--- config.mk ---
export PLATFORM = sky130hd
export DESIGN_NAME = ddr3_cmd_timer
export DESIGN_NICKNAME = d
export VERILOG_FILES = /design/src/rtl/ddr3_cmd_timer_pkg.sv /design/src/rtl/ddr3_refresh_ctr.sv /design/src/rtl/ddr3_cmd_timer.sv
export SDC_FILE = /design/constraint.sdc
export NUM_CORES = 1
export LEC_CHECK = 0
export ABC_AREA = 1
export CORE_MARGIN = 5
export CORE_UTILIZATION = 59
export CTS_CLUSTER_DIAMETER = 30
export CTS_CLUSTER_SIZE = 25
export DETAILED_ROUTE_END_ITERATION = 16
export HOLD_SLACK_MARGIN = 0.05
export PLACE_DENSITY = 0.95
export SLEW_MARGIN = 20
export SYNTH_ARGS = -nofsm -noshare
export SYNTH_HDL_FRONTEND = slang
export SYNTH_SLANG_ARGS = --single-unit
--- constraint.sdc ---
create_clock -name clock -period 4.6 [get_ports clock]
set_input_delay 0.46 -clock clock [delete_from_list [all_inputs] [get_ports clock]]
set_output_delay 0.46 -clock clock [all_outputs]
set_load 0.02 [all_outputs]
--- src/rtl/ddr3_cmd_timer_pkg.sv ---
// Shared command encodings, DFI pin bundle and default DDR3 timing values.
package ddr3_cmd_timer_pkg;

  localparam int unsigned DEF_ROW_BITS = 13;
  localparam int unsigned DEF_TRCD     = 2;
  localparam int unsigned DEF_TRC      = 6;
  localparam int unsigned DEF_TRAS     = 4;
  localparam int unsigned DEF_TRP      = 2;
  localparam int unsigned DEF_TCCD     = 4;
  localparam int unsigned DEF_TWTR     = 4;
  localparam int unsigned DEF_TRTW     = 3;
  localparam int unsigned DEF_TWRAP    = 6;
  localparam int unsigned DEF_TRTP     = 2;
  localparam int unsigned DEF_TRFC     = 11;
  localparam int unsigned DEF_TMOD     = 12;
  localparam int unsigned DEF_TREFI    = 780;
  localparam int unsigned DEF_REF_MAX  = 8;

  // {ras_n, cas_n, we_n} as driven on the DDR3 command pins
  typedef enum logic [2:0] {
    CMD_MODE = 3'b000,
    CMD_REFR = 3'b001,
    CMD_PREC = 3'b010,
    CMD_ACTV = 3'b011,
    CMD_WRIT = 3'b100,
    CMD_READ = 3'b101,
    CMD_ZQCL = 3'b110,
    CMD_NOOP = 3'b111
  } ddr_cmd_e;

  typedef struct packed {
    logic cs_n;
    logic ras_n;
    logic cas_n;
    logic we_n;
  } dfi_cmd_t;

  localparam dfi_cmd_t DFI_DESEL = 4'b1111;

  function automatic int unsigned imax(input int unsigned a, input int unsigned b);
    return (a > b) ? a : b;
  endfunction

endpackage

--- src/rtl/ddr3_refresh_ctr.sv ---
// Refresh interval timer plus owed-refresh debt counter.
module ddr3_refresh_ctr
  import ddr3_cmd_timer_pkg::*;
#(
  parameter int unsigned TREFI   = DEF_TREFI,
  parameter int unsigned REF_MAX = DEF_REF_MAX
) (
  input  logic clock,
  input  logic reset,
  input  logic run_i,
  input  logic ref_acc_i,
  output logic ref_owed_o
);

  localparam int unsigned REFI_W = (TREFI > 1) ? $clog2(TREFI) : 1;
  localparam int unsigned DEBT_W = $clog2(REF_MAX + 1);

  logic [REFI_W-1:0] refi_q, refi_d;
  logic [DEBT_W-1:0] debt_q, debt_d;
  logic              owed_q, owed_d;
  logic              wrap_c;

  // Interval count while running; debt rises on wrap, falls on REF, both cancel
  always_comb begin
    refi_d = refi_q;
    debt_d = debt_q;
    wrap_c = 1'b0;
    if (run_i) begin
      if (refi_q == REFI_W'(TREFI - 1)) begin
        refi_d = '0;
        wrap_c = 1'b1;
      end else begin
        refi_d = refi_q + REFI_W'(1);
      end
    end
    case ({wrap_c, ref_acc_i})
      2'b10:   if (debt_q != DEBT_W'(REF_MAX)) debt_d = debt_q + DEBT_W'(1);
      2'b01:   if (debt_q != '0) debt_d = debt_q - DEBT_W'(1);
      default: ;
    endcase
    owed_d = (debt_d != '0);
  end

  // State registers
  always_ff @(posedge clock or posedge reset) begin
    if (reset) begin
      refi_q <= '0;
      debt_q <= '0;
      owed_q <= 1'b0;
    end else begin
      refi_q <= refi_d;
      debt_q <= debt_d;
      owed_q <= owed_d;
    end
  end

  assign ref_owed_o = owed_q;

endmodule

--- src/rtl/ddr3_cmd_timer.sv ---
// DDR3 inter-command timing gate between the command FSM and the DFI pins.
module ddr3_cmd_timer
  import ddr3_cmd_timer_pkg::*;
#(
  parameter int unsigned DDR_ROW_BITS = DEF_ROW_BITS,
  parameter int unsigned TRCD    = DEF_TRCD,
  parameter int unsigned TRC     = DEF_TRC,
  parameter int unsigned TRAS    = DEF_TRAS,
  parameter int unsigned TRP     = DEF_TRP,
  parameter int unsigned TCCD    = DEF_TCCD,
  parameter int unsigned TWTR    = DEF_TWTR,
  parameter int unsigned TRTW    = DEF_TRTW,
  parameter int unsigned TWRAP   = DEF_TWRAP,
  parameter int unsigned TRTP    = DEF_TRTP,
  parameter int unsigned TRFC    = DEF_TRFC,
  parameter int unsigned TMOD    = DEF_TMOD,
  parameter int unsigned TREFI   = DEF_TREFI,
  parameter int unsigned REF_MAX = DEF_REF_MAX
) (
  input  logic                    clock,
  input  logic                    reset,
  input  logic                    cfg_run_i,
  input  logic                    ddl_req_i,
  input  logic                    ddl_seq_i,
  output logic                    ddl_rdy_o,
  output logic                    ddl_ref_o,
  input  logic [2:0]              ddl_cmd_i,
  input  logic [2:0]              ddl_ba_i,
  input  logic [DDR_ROW_BITS-1:0] ddl_adr_i,
  output logic                    dfi_cs_n_o,
  output logic                    dfi_ras_n_o,
  output logic                    dfi_cas_n_o,
  output logic                    dfi_we_n_o,
  output logic [2:0]              dfi_ba_o,
  output logic [DDR_ROW_BITS-1:0] dfi_adr_o,
  output logic                    wr_issue_o,
  output logic                    rd_issue_o,
  output logic                    seq_err_o
);

  localparam int unsigned CLOSE_MAX = imax(imax(TWRAP, TRTP), TRAS) + TRP;
  localparam int unsigned TMR_MAX   = imax(imax(imax(TRC, TRCD), imax(TCCD, TWTR)),
                                           imax(imax(TRTW, TRFC), imax(TMOD, CLOSE_MAX)));
  localparam int unsigned TMR_W     = (TMR_MAX > 1) ? $clog2(TMR_MAX) : 1;
  localparam int unsigned RAS_SLACK = TRC - TRAS;

  typedef logic [TMR_W-1:0] tmr_t;

  function automatic tmr_t dec(input tmr_t t);
    return (t == '0) ? '0 : t - TMR_W'(1);
  endfunction

  tmr_t rc_q, rc_d, rcd_q, rcd_d, ccd_q, ccd_d, wtr_q, wtr_d;
  tmr_t rtw_q, rtw_d, close_q, close_d, blk_q, blk_d;
  tmr_t ras_rem_c, close_rd_c, close_wr_c;

  dfi_cmd_t                dfi_q, dfi_d;
  logic [2:0]              ba_q, ba_d;
  logic [DDR_ROW_BITS-1:0] adr_q, adr_d;
  logic                    wr_q, wr_d, rd_q, rd_d, seq_err_q, seq_err_d;

  ddr_cmd_e cmd_c;
  logic     cmd_ok_c, acc_c, ref_acc_c;

  assign cmd_c = ddr_cmd_e'(ddl_cmd_i);

  // Readiness of the presented command against the running timers
  always_comb begin
    cmd_ok_c = 1'b0;
    case (cmd_c)
      CMD_ACTV: cmd_ok_c = (blk_q == '0) && (rc_q == '0) && (close_q == '0);
      CMD_READ: cmd_ok_c = (blk_q == '0) && (rcd_q == '0) && (ccd_q == '0) && (wtr_q == '0);
      CMD_WRIT: cmd_ok_c = (blk_q == '0) && (rcd_q == '0) && (ccd_q == '0) && (rtw_q == '0);
      CMD_REFR, CMD_PREC,
      CMD_MODE, CMD_ZQCL: cmd_ok_c = (blk_q == '0) && (close_q == '0);
      default:  cmd_ok_c = 1'b1;
    endcase
  end

  assign ddl_rdy_o = ~reset & cmd_ok_c;
  assign acc_c     = ddl_req_i & ddl_rdy_o & (cmd_c != CMD_NOOP);
  assign ref_acc_c = acc_c & (cmd_c == CMD_REFR);

  // Auto-precharge close time: data/tRAS constraint first, then tRP
  always_comb begin
    ras_rem_c  = (rc_q > TMR_W'(RAS_SLACK)) ? rc_q - TMR_W'(RAS_SLACK) : '0;
    close_rd_c = ((ras_rem_c > TMR_W'(TRTP)) ? ras_rem_c : TMR_W'(TRTP)) + TMR_W'(TRP - 1);
    close_wr_c = ((ras_rem_c > TMR_W'(TWRAP)) ? ras_rem_c : TMR_W'(TWRAP)) + TMR_W'(TRP - 1);
  end

  // Next-state: timer reload on issue, otherwise saturating countdown
  always_comb begin
    rc_d      = dec(rc_q);
    rcd_d     = dec(rcd_q);
    ccd_d     = dec(ccd_q);
    wtr_d     = dec(wtr_q);
    rtw_d     = dec(rtw_q);
    close_d   = dec(close_q);
    blk_d     = dec(blk_q);
    dfi_d     = DFI_DESEL;
    ba_d      = ba_q;
    adr_d     = adr_q;
    wr_d      = 1'b0;
    rd_d      = 1'b0;
    seq_err_d = seq_err_q;
    if (acc_c) begin
      dfi_d = dfi_cmd_t'({1'b0, ddl_cmd_i});
      ba_d  = ddl_ba_i;
      adr_d = ddl_adr_i;
      case (cmd_c)
        CMD_ACTV: begin
          rc_d  = TMR_W'(TRC - 1);
          rcd_d = TMR_W'(TRCD - 1);
        end
        CMD_READ: begin
          rd_d  = 1'b1;
          ccd_d = TMR_W'(TCCD - 1);
          rtw_d = TMR_W'(TRTW - 1);
          if (ddl_adr_i[10]) close_d = close_rd_c;
          if (ddl_seq_i == ddl_adr_i[10]) seq_err_d = 1'b1;
        end
        CMD_WRIT: begin
          wr_d  = 1'b1;
          ccd_d = TMR_W'(TCCD - 1);
          wtr_d = TMR_W'(TWTR - 1);
          if (ddl_adr_i[10]) close_d = close_wr_c;
          if (ddl_seq_i == ddl_adr_i[10]) seq_err_d = 1'b1;
        end
        CMD_REFR: blk_d = TMR_W'(TRFC - 1);
        CMD_PREC: blk_d = TMR_W'(TRP - 1);
        CMD_MODE, CMD_ZQCL: blk_d = TMR_W'(TMOD - 1);
        default: ;
      endcase
    end
  end

  // State registers
  always_ff @(posedge clock or posedge reset) begin
    if (reset) begin
      rc_q      <= '0;
      rcd_q     <= '0;
      ccd_q     <= '0;
      wtr_q     <= '0;
      rtw_q     <= '0;
      close_q   <= '0;
      blk_q     <= '0;
      dfi_q     <= DFI_DESEL;
      ba_q      <= '0;
      adr_q     <= '0;
      wr_q      <= 1'b0;
      rd_q      <= 1'b0;
      seq_err_q <= 1'b0;
    end else begin
      rc_q      <= rc_d;
      rcd_q     <= rcd_d;
      ccd_q     <= ccd_d;
      wtr_q     <= wtr_d;
      rtw_q     <= rtw_d;
      close_q   <= close_d;
      blk_q     <= blk_d;
      dfi_q     <= dfi_d;
      ba_q      <= ba_d;
      adr_q     <= adr_d;
      wr_q      <= wr_d;
      rd_q      <= rd_d;
      seq_err_q <= seq_err_d;
    end
  end

  ddr3_refresh_ctr #(
    .TREFI   (TREFI),
    .REF_MAX (REF_MAX)
  ) u_refresh_ctr (
    .clock      (clock),
    .reset      (reset),
    .run_i      (cfg_run_i),
    .ref_acc_i  (ref_acc_c),
    .ref_owed_o (ddl_ref_o)
  );

  assign dfi_cs_n_o  = dfi_q.cs_n;
  assign dfi_ras_n_o = dfi_q.ras_n;
  assign dfi_cas_n_o = dfi_q.cas_n;
  assign dfi_we_n_o  = dfi_q.we_n;
  assign dfi_ba_o    = ba_q;
  assign dfi_adr_o   = adr_q;
  assign wr_issue_o  = wr_q;
  assign rd_issue_o  = rd_q;
  assign seq_err_o   = seq_err_q;

endmodule

==> results of run 1 <==
per-stage QoR:
step                      worst slack [ps]  total power, uW
final                                 1600             2610
after global routing                  1390             2800
after CTS                             1630             2610
after detailed placement              1370             2050
after global placement                1610             1970
after floorplan                       1100             1690
state kept, by name, summed over array words and instances (netlist names), 3 cells and up:
signal / count
ccd_q: 4
close_q: 4
blk_q: 4
dfi_adr_o: 13
u_refresh_ctr.refi_q: 10
rc_q: 4
u_refresh_ctr.debt_q: 4
dfi_ba_o: 3
rcd_q: 4
rtw_q: 4
wtr_q: 4
synth_stat cells, drive strengths merged:
library cell  count
o21a              6
xor2             10
buf               5
o211ai            4
o21ai            28
nor2             40
a21boi            1
nand2           120
xnor2             4
nor3b             1
nor3              2
ha                9
clkinv            1
o21bai            4
a31oi             1
nor4              1
dfrtp            62
and2              1
nand4             5
inv              68
a21oi            19
dfstp             4
o22ai             7
nand3            24
a211oi            1
per-layer routing:
| metal | wire (um) | vias up | share of wire (%) |
|---|---|---|---|
| li1 | - | 1467 | - |
| met1 | 3290 | 1463 | 40 |
| met2 | 4080 | 141 | 49 |
| met3 | 652 | 27 | 7.9 |
| met4 | 212 | 0 | 2.6 |
| met5 | 0 | - | 0 |
layout make-up:
type	count	share of cell area, %
Inverter	69	6.14
Tap cell	75	2.21
Multi-Input combinational cell	288	36.0
Clock inverter	6	2.12
Sequential cell	66	39.1
Timing Repair Buffer	49	11.5
Clock buffer	10	3.01
worst max path at each step:
stage,from,to,cells after the start
2_1_floorplan,reset,u_refresh_ctr.ref_owed_o,11
3_3_place_gp,ddl_cmd_i[0],u_refresh_ctr.ref_owed_o,18
3_5_place_dp,ddl_cmd_i[0],u_refresh_ctr.ref_owed_o,18
4_1_cts,ddl_cmd_i[0],ddl_rdy_o,11
5_1_grt,ddl_cmd_i[0],u_refresh_ctr.ref_owed_o,18
6_report,ddl_cmd_i[0],ddl_rdy_o,11
cells by family after synthesis:
kind of cell / Yosys count
buffers and inverters: 74
adders and majority gates: 9
DFF: 66
AOI/OAI and AO/OA: 71
and+or+nand+nor: 194
xor gates and xnor gates: 14
where the power goes:
part           switching (uW)  internal [uW]
sequential                157            778
combinational             679            458
clock                     231            307
total                    1070           1540
cell usage in the layout (no fill, tap or decap), types with 3 or more instances in the layout:
| cell type | count |
|---|---|
| nand3_1 | 23 |
| nand4_1 | 4 |
| o22ai_2 | 3 |
| nand2_1 | 110 |
| ha_1 | 9 |
| inv_1 | 64 |
| clkbuf_8 | 9 |
| o211ai_1 | 4 |
| o21bai_1 | 3 |
| clkdlybuf4s50_1 | 48 |
| nand2_2 | 8 |
| a21oi_1 | 18 |
| inv_2 | 4 |
| xor2_1 | 10 |
| xnor2_1 | 4 |
| dfrtp_1 | 62 |
| o22ai_1 | 4 |
| dfstp_2 | 4 |
| nor2_2 | 3 |
| o21a_1 | 6 |
| nor2_1 | 37 |
| o21ai_0 | 28 |
==> flow_metrics.tcl, run 1 <==
set metrics [dict create \
    status "complete, no violations" \
    irDropWorstVdd_mv 0.423 \
    cts_buffers 9 \
    grt_overflow 0 \
    cp_common_cell "nand2_1" \
    synth.mux.area_fraction_pct 0 \
    slew_violations 0 \
    synth-compound-area-share_pct 12.6 \
    yosys_warnings 0 \
    cts_buffer_depth 2 \
    multi_input_comb_area_um2 1530 \
    max_slew_margin_pct 53.7 \
    netlist_area_um2 3490 \
    wirelength_mm 8.23 \
    drv_cap 0 \
    r2r-end "u_refresh_ctr.ref_owed_o" \
    place_area_um2 4020 \
    syn_area_per_cell_um2 8.16 \
    synthAdderAreaFrac_pct 3.22 \
    cts_root_buf "clkbuf_8" \
    grt_pass1_wl_mm 14.0 \
    gr-max-usage-layer "met2" \
    post_drt_wl_per_cell_um 14.6 \
    worstMarginPinSlew_ps 694 \
    hpwl_mm 5.87 \
    synth_top_area_share_pct 44.4 \
    synth_xor_area_share_pct 3.51 \
    antenna_found_initial 0 \
    synth_area_leaders "dfrtp_1, nand2_1, inv_1" \
    critPathRequiredTime_ps 4140 \
    power.density_nw_per_um2 615 \
    met3_usage_pct 5.68 \
    yosysUniqueCellTypes 35 \
    hold_ws_ps 413 \
    postCtsSetupRepairBufs 0 \
    rows 28 \
    final-seq-area_um2 1660 \
    synth-seq-cells 66 \
    crit_type "in -> out" \
    dp_cells 547 \
    cts-resized-gates 0 \
    h-tree-depth 3 \
    hold_violations 0 \
    path_cells "clkdlybuf4s50_1 -> nor2_2 -> nand2_4 -> clkinv_2 -> nand2_1 -> nand2_1 -> nand3_1 -> nand3_1 -> nand2_1 -> inv_1 -> clkdlybuf4s50_1" \
    die_area_um2 7560 \
    min_path_type "in -> async" \
    via_per_inst 5.50 \
    postCtsHoldBufs 0 \
    setup_violations 0 \
    drtPass1Iterations 6 \
    fillerInstances 393 \
    track_usage_pct 23.9 \
    core_area_um2 5850 \
    post-route-period-util_pct 65.1 \
    yosys.area_share.simple_pct 24.4 \
    die_y_um 86.9 \
    gp_congestion 0.882 \
    worstSkewPairLatency_ps 350 \
    vias 3098 \
    drc 0 \
    drive_gt1_share_pct 9.43 \
    max_stage_delay_ps 620 \
    initial_core_util_pct 59.7 \
    synthesis.nets 461 \
    grt_max_degree 58 \
    cpLargestDelayFamily "buffers and inverters" \
    reg2reg_setup_slack_ps 1870 \
    fin_util_pct 72.5 \
    drt_iter0_markers 219 \
    die_x_um 86.9 \
    nNetsFinal 516 \
    fmax_mhz 334 \
    endpoint_kind "output port" \
    clkTransAtPathRegs_ps 70 \
    fin_cells 563 \
    cts_tree "done" \
    rsz0062_at_grt "no" \
    area_growth_syn_to_layout_pct 21.5 \
    critPathMaxFanout 7 \
    drtAntennaViolNets 0 \
    use_met2_pct 39.2 \
    fin_area_um2 4240 \
    portBuffers 48 \
    worstReg2RegStart "rtw_q[0]" \
    crit_arrival_ps 2540 \
    clock_sinks 66 \
    grt_pass1_vias 3092 \
    antennaDiodeCount 0 \
    skew_ps 5.85 \
    crit_buf_inv 4 \
    yosysSeqAreaShare_pct 47.4 \
    synth.largest_area_cell "dfrtp_1" \
    synth_top_family_by_area "simple AND/OR/NAND/NOR gates" \
    synthCells 428 \
    cpMaxStageDelayCell "clkdlybuf4s50_1" \
    cellLeakagePower_uw 0.00214 \
    met1_usage_pct 29.7 \
    design.portCount 49 \
    worstSetupStartpointType "primary input" \
    period_minus_slack_ps 3000 \
    finalSetupTns_ps 0 \
    reg2regPathDepth 17 \
]
Note: power is estimated with default switching activity, not from simulation.
==> run 2: changes to the inputs <==
Settings changed: CORE_UTILIZATION 59 to 55, PLACE_DENSITY 0.95 to 0.92.
Clock period 4.6 ns to 2.95 ns, I/O delays scaled along.
==> run 2 against run 1 <==
Routed wire length shrank 5.7%. Worst hold slack improved by 44 ps. Register-to-register slack lost 1500 ps. Highest routed layer unchanged.
==> flow_metrics.tcl, run 2 (synthesis gave the netlist of run 1 again) <==
set metrics [dict create \
    gp_congestion 0.831 \
    grt_max_degree 47 \
    largest_register_ffs 13 \
    drv_cap 0 \
    finalSetupTns_ps 0 \
    irDropWorstVdd_mv 0.669 \
    die_x_um 89.7 \
    cts-resized-gates 0 \
    worstSetupStartpointType "primary input" \
    crit_type "in -> out" \
    antennaDiodeCount 0 \
    track_usage_pct 21.7 \
    rows 29 \
    grt_pass1_vias 3056 \
    crit_arrival_ps 2340 \
    wirelength_mm 7.77 \
    dp_cells 553 \
    drtPass1Iterations 5 \
    nNetsFinal 520 \
    grt_overflow 0 \
    cts_tree "done" \
    skew_ps 7.85 \
    die_y_um 89.7 \
    endpoint_kind "output port" \
    cts_buffer_depth 2 \
    fin_util_pct 67.9 \
    fillerInstances 455 \
    drt_iter0_markers 203 \
    layout_common_cells "nand2_1, inv_1, dfrtp_1, clkdlybuf4s50_1, nor2_1" \
    drc 0 \
    worstSkewPairLatency_ps 350 \
    postCtsSetupRepairBufs 0 \
    min_path_type "in -> async" \
    hpwl_mm 5.56 \
    final_common_cell "nand2_1" \
    grt_pass1_wl_mm 13.5 \
    post-route-period-util_pct 89.5 \
    worstMarginPinSlew_ps 558 \
    die_area_um2 8040 \
    clkTransAtPathRegs_ps 80 \
    rsz0062_at_grt "no" \
    via_per_inst 5.30 \
    slew_violations 0 \
    h-tree-depth 3 \
    area_growth_syn_to_layout_pct 22.1 \
    period_minus_slack_ps 2640 \
    max_slew_margin_pct 62.8 \
    power.density_nw_per_um2 932 \
    antenna_found_initial 0 \
    design.portCount 49 \
    setup_ws_ps 311 \
    cts_root_buf "clkbuf_8" \
    hold_violations 0 \
    portBuffers 48 \
    pre_cts_ws_ps 64.3 \
    drtAntennaViolNets 0 \
    fin_cells 569 \
    post_drt_wl_per_cell_um 13.7 \
    status "complete, no violations" \
    critPathRequiredTime_ps 2650 \
    drive_gt1_share_pct 10.4 \
    setup_violations 0 \
    critPathMaxFanout 7 \
    clock_sinks 66 \
    core_area_um2 6280 \
    vias 3015 \
    postCtsHoldBufs 0 \
    fmax_mhz 379 \
    cellLeakagePower_uw 0.00215 \
    cts_buffers 9 \
    initial_core_util_pct 55.6 \
]
## run 2: changes by cell type in the layout (fill, tap and decap cells not counted), sizes merged
cell and delta:
buf +4, bufinv -1, clkinv +1, clkinvlp +1, inv -1
## run 2: area by class of cell
class | count | area, um2 | share of cell area (%)
multi-input cells | 288 | 1530 | 35.8
clock inverters | 6 | 65.1 | 1.53
clock buffers | 10 | 138 | 3.23
inverters | 69 | 264 | 6.19
well taps | 77 | 96.3 | 2.26
flip-flops and latches | 66 | 1660 | 38.9
repair buffers | 53 | 518 | 12.2
## run 2: final timing paths
path,cells past startpoint,startpoint,slack [ps],end
worst max-delay path,11,ddl_cmd_i[0],310,ddl_rdy_o
worst min-delay path,3,reset,460,wtr_q[2]
worst max register to register,15,blk_q[0],400,u_refresh_ctr.ref_owed_o
worst min register to register,1,blk_q[2],480,blk_q[2]
max in group asynchronous,3,reset,1980,dfi_cs_n_o
min in group clock,3,ddl_adr_i[9],480,dfi_adr_o[9]
## run 2: stage by stage
| stage | instance area, um2 | total power (uW) | hold slack (ps) |
|---|---|---|---|
| final | 4260 | 3970 | 457 |
| after floorplan | 3500 | 2640 | 385 |
| after detailed placement | 4060 | 3180 | 455 |
| after global routing | 4260 | 4290 | 465 |
| after CTS | 4260 | 3980 | 452 |
| after global placement | 4060 | 3080 | 448 |
## run 2: power breakdown
part	internal, uW	total, uW	leakage (uW)	switching [uW]
logic	717	1760	0.00122	1040
clock network	414	771	0.000103	357
registers	1210	1440	0.000822	228
## run 2: metal layers
layer  track usage (%)  routed length, um  part of all wire [%]
met1              25.8               3220                    41
met2              37.0               3870                    50
met3              6.39                568                   7.3
met4              8.66                109                   1.4
met5                 0                  0                     0
## run 2: worst max-delay path: stages
cell             delay (ps)
clkdlybuf4s50_1         510
nor2_2                  230
nand2_4                 100
clkinv_2                 90
nand2_1                  50
nand2_1                  70
nand3_1                 110
nand3_1                 120
nand2_1                  70
inv_1                    70
clkdlybuf4s50_1         620
==> run 3: changes to the inputs <==
Settings changed: CAP_MARGIN from default to 15, SKIP_LAST_GASP from default to 1, SLEW_MARGIN 20 to default.
==> results of run 3 <==
Same layout as run 2: the final DEF is identical, and so are final timing and power.
